$ cat config.mk
export PLATFORM = sky130hd
export DESIGN_NAME = seq_alu
export DESIGN_NICKNAME = d
export VERILOG_FILES = /design/src/rtl/seq_alu_pkg.sv /design/src/rtl/seq_alu_muldiv.sv /design/src/rtl/seq_alu.sv
export SDC_FILE = /design/constraint.sdc
export NUM_CORES = 1
export LEC_CHECK = 0
export CAP_MARGIN = 20
export CORE_MARGIN = 2
export CORE_UTILIZATION = 65
export DETAILED_ROUTE_END_ITERATION = 8
export GPL_ROUTABILITY_DRIVEN = 0
export PLACE_DENSITY = 0.95
export SLEW_MARGIN = 20
export SYNTH_ARGS = -nofsm -noshare
export SYNTH_HDL_FRONTEND = slang
export SYNTH_SLANG_ARGS = --single-unit
$ cat constraint.sdc
create_clock -name clk -period 5.24 [get_ports clk]
set_input_delay 0.524 -clock clk [delete_from_list [all_inputs] [get_ports clk]]
set_output_delay 0.524 -clock clk [all_outputs]
set_load 0.02 [all_outputs]
$ cat src/rtl/seq_alu_pkg.sv
// Shared types for the sequential ALU: opcodes, FSM states and the
// iteration-counter width helper.
package seq_alu_pkg;

  typedef enum logic [2:0] {
    OP_ADD = 3'd0,
    OP_SUB = 3'd1,
    OP_MUL = 3'd2,
    OP_DIV = 3'd3,
    OP_AND = 3'd4,
    OP_OR  = 3'd5,
    OP_XOR = 3'd6,
    OP_NOT = 3'd7
  } opcode_e;

  typedef enum logic [1:0] {
    ST_IDLE = 2'd0,
    ST_BUSY = 2'd1,
    ST_DONE = 2'd2
  } state_e;

  // Counter must hold WIDTH-1; $clog2(WIDTH) suffices for the legal 4..16 range.
  function automatic int cnt_width(input int width);
    return (width > 1) ? $clog2(width) : 1;
  endfunction

endpackage

$ cat src/rtl/seq_alu_muldiv.sv
// Iterative unsigned engine: shift-add multiply or restoring divide, WIDTH
// iterations. Results are presented combinationally in the cycle done is high.
module seq_alu_muldiv
  import seq_alu_pkg::*;
#(
  parameter int WIDTH = 8
) (
  input  logic               clk,
  input  logic               rst,
  input  logic               start,
  input  logic               is_div,
  input  logic [WIDTH-1:0]   a,
  input  logic [WIDTH-1:0]   b,
  output logic               done,
  output logic [2*WIDTH-1:0] product,
  output logic [WIDTH-1:0]   quotient,
  output logic [WIDTH-1:0]   remainder
);

  localparam int CW = cnt_width(WIDTH);

  logic [2*WIDTH-1:0] acc_q, acc_d, mcand_q, mcand_d;
  logic [WIDTH-1:0]   qreg_q, qreg_d, b_q, rem_sub;
  logic [WIDTH:0]     shrem;
  logic [CW-1:0]      cnt_q;
  logic               run_q, div_q;

  // qreg holds the multiplier (shifted right) or the dividend/quotient (shifted left).
  always_comb begin
    acc_d   = acc_q;
    mcand_d = mcand_q;
    qreg_d  = qreg_q;
    shrem   = {acc_q[WIDTH-1:0], qreg_q[WIDTH-1]};
    rem_sub = shrem[WIDTH-1:0] - b_q;
    if (div_q) begin
      if (shrem >= {1'b0, b_q}) begin
        acc_d  = {{WIDTH{1'b0}}, rem_sub};
        qreg_d = {qreg_q[WIDTH-2:0], 1'b1};
      end else begin
        acc_d  = {{WIDTH{1'b0}}, shrem[WIDTH-1:0]};
        qreg_d = {qreg_q[WIDTH-2:0], 1'b0};
      end
    end else begin
      if (qreg_q[0]) acc_d = acc_q + mcand_q;
      mcand_d = mcand_q << 1;
      qreg_d  = qreg_q >> 1;
    end
  end

  always_ff @(posedge clk or posedge rst) begin
    if (rst) begin
      acc_q   <= '0;
      mcand_q <= '0;
      qreg_q  <= '0;
      b_q     <= '0;
      cnt_q   <= '0;
      run_q   <= 1'b0;
      div_q   <= 1'b0;
    end else if (start) begin
      acc_q   <= '0;
      mcand_q <= {{WIDTH{1'b0}}, a};
      qreg_q  <= is_div ? a : b;
      b_q     <= b;
      div_q   <= is_div;
      cnt_q   <= CW'(WIDTH - 1);
      run_q   <= 1'b1;
    end else if (run_q) begin
      acc_q   <= acc_d;
      mcand_q <= mcand_d;
      qreg_q  <= qreg_d;
      cnt_q   <= cnt_q - 1'b1;
      if (cnt_q == '0) run_q <= 1'b0;
    end
  end

  assign done      = run_q && (cnt_q == '0);
  assign product   = acc_d;
  assign quotient  = qreg_d;
  assign remainder = acc_d[WIDTH-1:0];

endmodule

$ cat src/rtl/seq_alu.sv
// Handshaked WIDTH-bit ALU with registered results; MUL/DIV use the iterative engine.
// Optional zero/negative flag outputs are enabled by SEQ_ALU_ZN_FLAGS_EN.
module seq_alu
  import seq_alu_pkg::*;
#(
  parameter int WIDTH = 8
) (
  input  logic               clk,
  input  logic               rst,
  input  logic               in_valid,
  output logic               in_ready,
  input  logic [WIDTH-1:0]   a,
  input  logic [WIDTH-1:0]   b,
  input  logic [2:0]         opcode,
  output logic               out_valid,
  input  logic               out_ready,
  output logic [2*WIDTH-1:0] result,
  output logic               carry_out,
  output logic               overflow,
  output logic               div_by_zero
`ifdef SEQ_ALU_ZN_FLAGS_EN
  ,
  output logic               zero_flag,
  output logic               neg_flag
`endif
);

  state_e             state_q, state_d;
  opcode_e            op;
  logic               accept, is_iter, eng_start, load_sc, load_eng;
  logic               is_div_q, eng_done;
  logic [2*WIDTH-1:0] eng_prod, eng_res, sc_res;
  logic [WIDTH-1:0]   eng_quo, eng_rem;
  logic [WIDTH:0]     sum, diff;
  logic               sc_carry, sc_ovf, sc_dbz;

  assign op        = opcode_e'(opcode);
  assign in_ready  = (state_q == ST_IDLE);
  assign out_valid = (state_q == ST_DONE);
  assign accept    = in_valid && in_ready;
  assign is_iter   = (op == OP_MUL) || ((op == OP_DIV) && (b != '0));

  always_comb begin
    sc_res   = '0;
    sc_carry = 1'b0;
    sc_ovf   = 1'b0;
    sc_dbz   = 1'b0;
    sum      = {1'b0, a} + {1'b0, b};
    diff     = {1'b0, a} - {1'b0, b};
    case (op)
      OP_ADD: begin
        sc_res   = {{WIDTH{1'b0}}, sum[WIDTH-1:0]};
        sc_carry = sum[WIDTH];
        sc_ovf   = (a[WIDTH-1] == b[WIDTH-1]) && (sum[WIDTH-1] != a[WIDTH-1]);
      end
      OP_SUB: begin
        sc_res   = {{WIDTH{1'b0}}, diff[WIDTH-1:0]};
        sc_carry = ~diff[WIDTH];
        sc_ovf   = (a[WIDTH-1] != b[WIDTH-1]) && (diff[WIDTH-1] != a[WIDTH-1]);
      end
      // Only reached with b==0; nonzero divisors go to the engine.
      OP_DIV: begin
        sc_res = {a, {WIDTH{1'b0}}};
        sc_dbz = 1'b1;
      end
      OP_AND:  sc_res = {{WIDTH{1'b0}}, a & b};
      OP_OR:   sc_res = {{WIDTH{1'b0}}, a | b};
      OP_XOR:  sc_res = {{WIDTH{1'b0}}, a ^ b};
      OP_NOT:  sc_res = {{WIDTH{1'b0}}, ~a};
      default: sc_res = '0;
    endcase
  end

  always_ff @(posedge clk or posedge rst) begin
    if (rst) state_q <= ST_IDLE;
    else     state_q <= state_d;
  end

  always_comb begin
    state_d   = state_q;
    eng_start = 1'b0;
    load_sc   = 1'b0;
    load_eng  = 1'b0;
    case (state_q)
      ST_IDLE: if (accept) begin
        if (is_iter) begin
          eng_start = 1'b1;
          state_d   = ST_BUSY;
        end else begin
          load_sc = 1'b1;
          state_d = ST_DONE;
        end
      end
      ST_BUSY: if (eng_done) begin
        load_eng = 1'b1;
        state_d  = ST_DONE;
      end
      ST_DONE: if (out_ready) state_d = ST_IDLE;
      default: state_d = ST_IDLE;
    endcase
  end

  seq_alu_muldiv #(.WIDTH(WIDTH)) u_muldiv (
    .clk       (clk),
    .rst       (rst),
    .start     (eng_start),
    .is_div    (op == OP_DIV),
    .a         (a),
    .b         (b),
    .done      (eng_done),
    .product   (eng_prod),
    .quotient  (eng_quo),
    .remainder (eng_rem)
  );

  assign eng_res = is_div_q ? {eng_rem, eng_quo} : eng_prod;

  always_ff @(posedge clk or posedge rst) begin
    if (rst) begin
      result      <= '0;
      carry_out   <= 1'b0;
      overflow    <= 1'b0;
      div_by_zero <= 1'b0;
      is_div_q    <= 1'b0;
    end else begin
      if (eng_start) is_div_q <= (op == OP_DIV);
      if (load_sc) begin
        result      <= sc_res;
        carry_out   <= sc_carry;
        overflow    <= sc_ovf;
        div_by_zero <= sc_dbz;
      end else if (load_eng) begin
        result      <= eng_res;
        carry_out   <= 1'b0;
        overflow    <= 1'b0;
        div_by_zero <= 1'b0;
      end
    end
  end

`ifdef SEQ_ALU_ZN_FLAGS_EN
  // Single-cycle results keep the upper half clear, so bit WIDTH-1 is their sign.
  always_ff @(posedge clk or posedge rst) begin
    if (rst) begin
      zero_flag <= 1'b0;
      neg_flag  <= 1'b0;
    end else if (load_sc) begin
      zero_flag <= (sc_res == '0);
      neg_flag  <= sc_res[WIDTH-1];
    end else if (load_eng) begin
      zero_flag <= (eng_res == '0);
      neg_flag  <= is_div_q ? 1'b0 : eng_prod[2*WIDTH-1];
    end
  end
`endif

endmodule

==> results.md <==
- Post-synth EDFFs: 0
- Fraction of registers with async set/reset: between 90% and 100%
- Final Hold Fails: 0
- Pins over their slew limit: 0
- Yosys warns: 0
- Rel. slew slack: a little under two fifths
- Share of layout cells above drive strength 1: about 6.5%
- Power per cell area: 637 nW/um^2
- Via/cell ratio: roughly 6.9
- Port Buffers: 43
- Die Span Y: roughly 100 um
- Lkg Pwr: 0.00292 uW
- Actual slew at the worst max-slew pin: about 930 ps
- Syn Inst Count: 720
- Final setup fails: 0
- P&R area growth vs syn: 10.2%
- CP arrival: between 3000 and 4000 ps
- Mapped cell area: just over 6000 um^2
- WL/cell: 20.5 um
- TritonCTS clock tree: done
- CP required: about 5500 ps
- Routed WL: 17400 um
- FP Rows: 35
- Vias in the first global route: about 5800
- Max Fanout on Critical Path: 50
- Worst reg2reg endpoint: u_muldiv.acc_q[14]
- Sink Count: 74
- Status: finished, final reports clean
- Startpoint types: input pin
- #FFs+latches synth: 74
- ANT nets after route: 0
- Detailed placer's ending HPWL: between 10000 and 15000 um
- DR pass1 iterations: 7
- Worst reg2reg startpoint: u_muldiv.acc_q[0]
- All-layer global routing usage: a little over a third
- Grt ovf: 0
- Largest net degree at the start of global routing: between 70 and 80
- CTS Buffer Depth: 2
- CTS Hold Buffers Added: 0
- Reg2Reg Depth: 9
- ANT cells: 0
- Leading cell type in the layout, fill and taps excluded: nand2_1
- Most common flop cell mapped by yosys: dfrtp_1
- Clock skew: ~12 ps
- CTS H-tree lvls: 3
- Vias: around 5900
- Yosys cell types: a little under 70
- Crit Path Category: in -> reg
- Clock buffer count from CTS: 9
- Core Region: 9110 um^2
- R2R Setup Slk: approximately 2300 ps
- Setup TNS: 0 ps
- Starting density of the core: 66.3%
- DIE AREA: 10100 um^2
- Reg clk slew, reported paths: about 90 ps
- Most frequent cells in the layout: 85 x nand2_1, 74 x dfrtp_1, 63 x a21oi_1
- # DRC: 0
- CP startpoint: opcode[0]
- First-pass GRT wire length: about 28000 um
- Peak supply drop: 0.356 mV
- Fmax: about 0.29 GHz
- Post-synthesis sequential area ratio: 30.7%
- Die width: around 100 um
- RSZ-0062 raised after global routing: no
- Detailed Route Iter0 Violations: slightly below 800
- Initial antenna violation count: 1
- Crit end category: register
- Fin crit share: approximately 65%
- CP Capture Point: u_muldiv.acc_q[5]
- Post-CTS Repair Setup Buffers: 0
- CTS resizes: 0
- Final Core Density: 73.0%
- Fin nets: 809
- Clk Latency, worst-skew pair: 370 ps
- Root Buffer Master: clkbuf_8
- Ports: 44
- Final min period: about 3400 ps
- Worst min path class: reg -> reg
- Max-Cap Viols: 0
- Avg Cell Area, Syn: 8.38 um^2
- Syn_nets: about 800
==> kinds of logic (layout without fill, tap and decap cells) <==
group	count (synthesis)	after routing	synth area share (%)
buf+inv	90	106	5.97
fa+ha+maj	55	55	11.9
compound gates	237	237	25.6
xor+xnor	27	27	3.92
simple gates	209	209	15.9
flops	74	74	30.7
mux	28	28	6.03
==> metal layers <==
layer	share of wire [%]	GRT usage, %	vias up
met3	9.9	8.43	113
met4	5.1	18.7	2
met5	0.075	0	-
met1	37	44.5	2765
met2	48	58.7	386
li1	-	-	2593
==> cells in the mapped netlist (all sizes together) (6+ instances only) <==
cell	n	share of area, %
inv	44	2.7
xnor2	17	2.5
o211ai	19	2.4
a21o	9	1.1
dfrtp	74	31
a22oi	6	0.75
ha	51	11
nor3	13	1.1
mux4	6	2.2
nand2	86	5.4
a211oi	9	1.1
clkbuf	28	1.7
o21ai	55	4.6
buf	18	1.5
a21oi	63	5.2
a31oi	14	1.6
o21a	8	0.99
o21bai	8	0.99
xor2	10	1.5
mux2	7	1.3
mux2i	15	2.5
nand3	11	0.91
nand2b	9	0.93
a221oi	7	1.0
nor2b	7	0.73
nor2	57	3.6
==> critical path, stage by stage <==
cell	delay (ps)
clkdlybuf4s50_1	1020
or4b_4	600
o31ai_4	310
or2_2	720
o21ai_0	230
a211oi_1	270
==> flip-flops by register name, indices dropped and copies added, names as in the netlist <==
signal / cells
u_muldiv.acc_q: 16
u_muldiv.b_q: 8
u_muldiv.mcand_q: 16
div_by_zero: 1
overflow: 1
u_muldiv.run_q: 1
u_muldiv.div_q: 1
result: 16
state_q: 2
carry_out: 1
u_muldiv.cnt_q: 3
u_muldiv.qreg_q: 8
==> how the worst min path moves through the flow <==
stage / start / end / slack, ps / cells after the start
5_1_grt: div_by_zero / div_by_zero / 550 / 1
3_3_place_gp: div_by_zero / div_by_zero / 490 / 1
4_1_cts: div_by_zero / div_by_zero / 520 / 1
3_5_place_dp: carry_out / carry_out / 500 / 1
6_report: carry_out / carry_out / 520 / 1
2_1_floorplan: u_muldiv.b_q[0] / u_muldiv.b_q[0] / 460 / 2
==> power by group <==
| part | internal, uW | leakage, uW | switching [uW] |
|---|---|---|---|
| registers | 812 | 0.000926 | 282 |
| logic | 1090 | 0.00191 | 1590 |
| clock network | 221 | 0.0000889 | 245 |
| total | 2120 | 0.00292 | 2110 |
==> per-stage QoR <==
stage,power [uW],std cells,setup slack (ps),instance area (um^2),hold slack (ps)
final,4240,847,1820,6650,520
after global placement,3510,831,1670,6440,486
after detailed placement,3660,831,1570,6440,503
after global routing,4500,847,1660,6650,551
after floorplan,2950,720,2780,6040,456
after CTS,4140,847,1920,6640,519
==> layout make-up <==
type / count / area, um^2
fill: 633 / 2460
tap: 111 / 139
clock buffer: 10 / 128
multi-input combinational: 556 / 3850
sequential: 74 / 1850
timing repair buffer: 46 / 453
inverter: 44 / 165
clock inverter: 6 / 66.3
(Power assumes the default switching activity.)
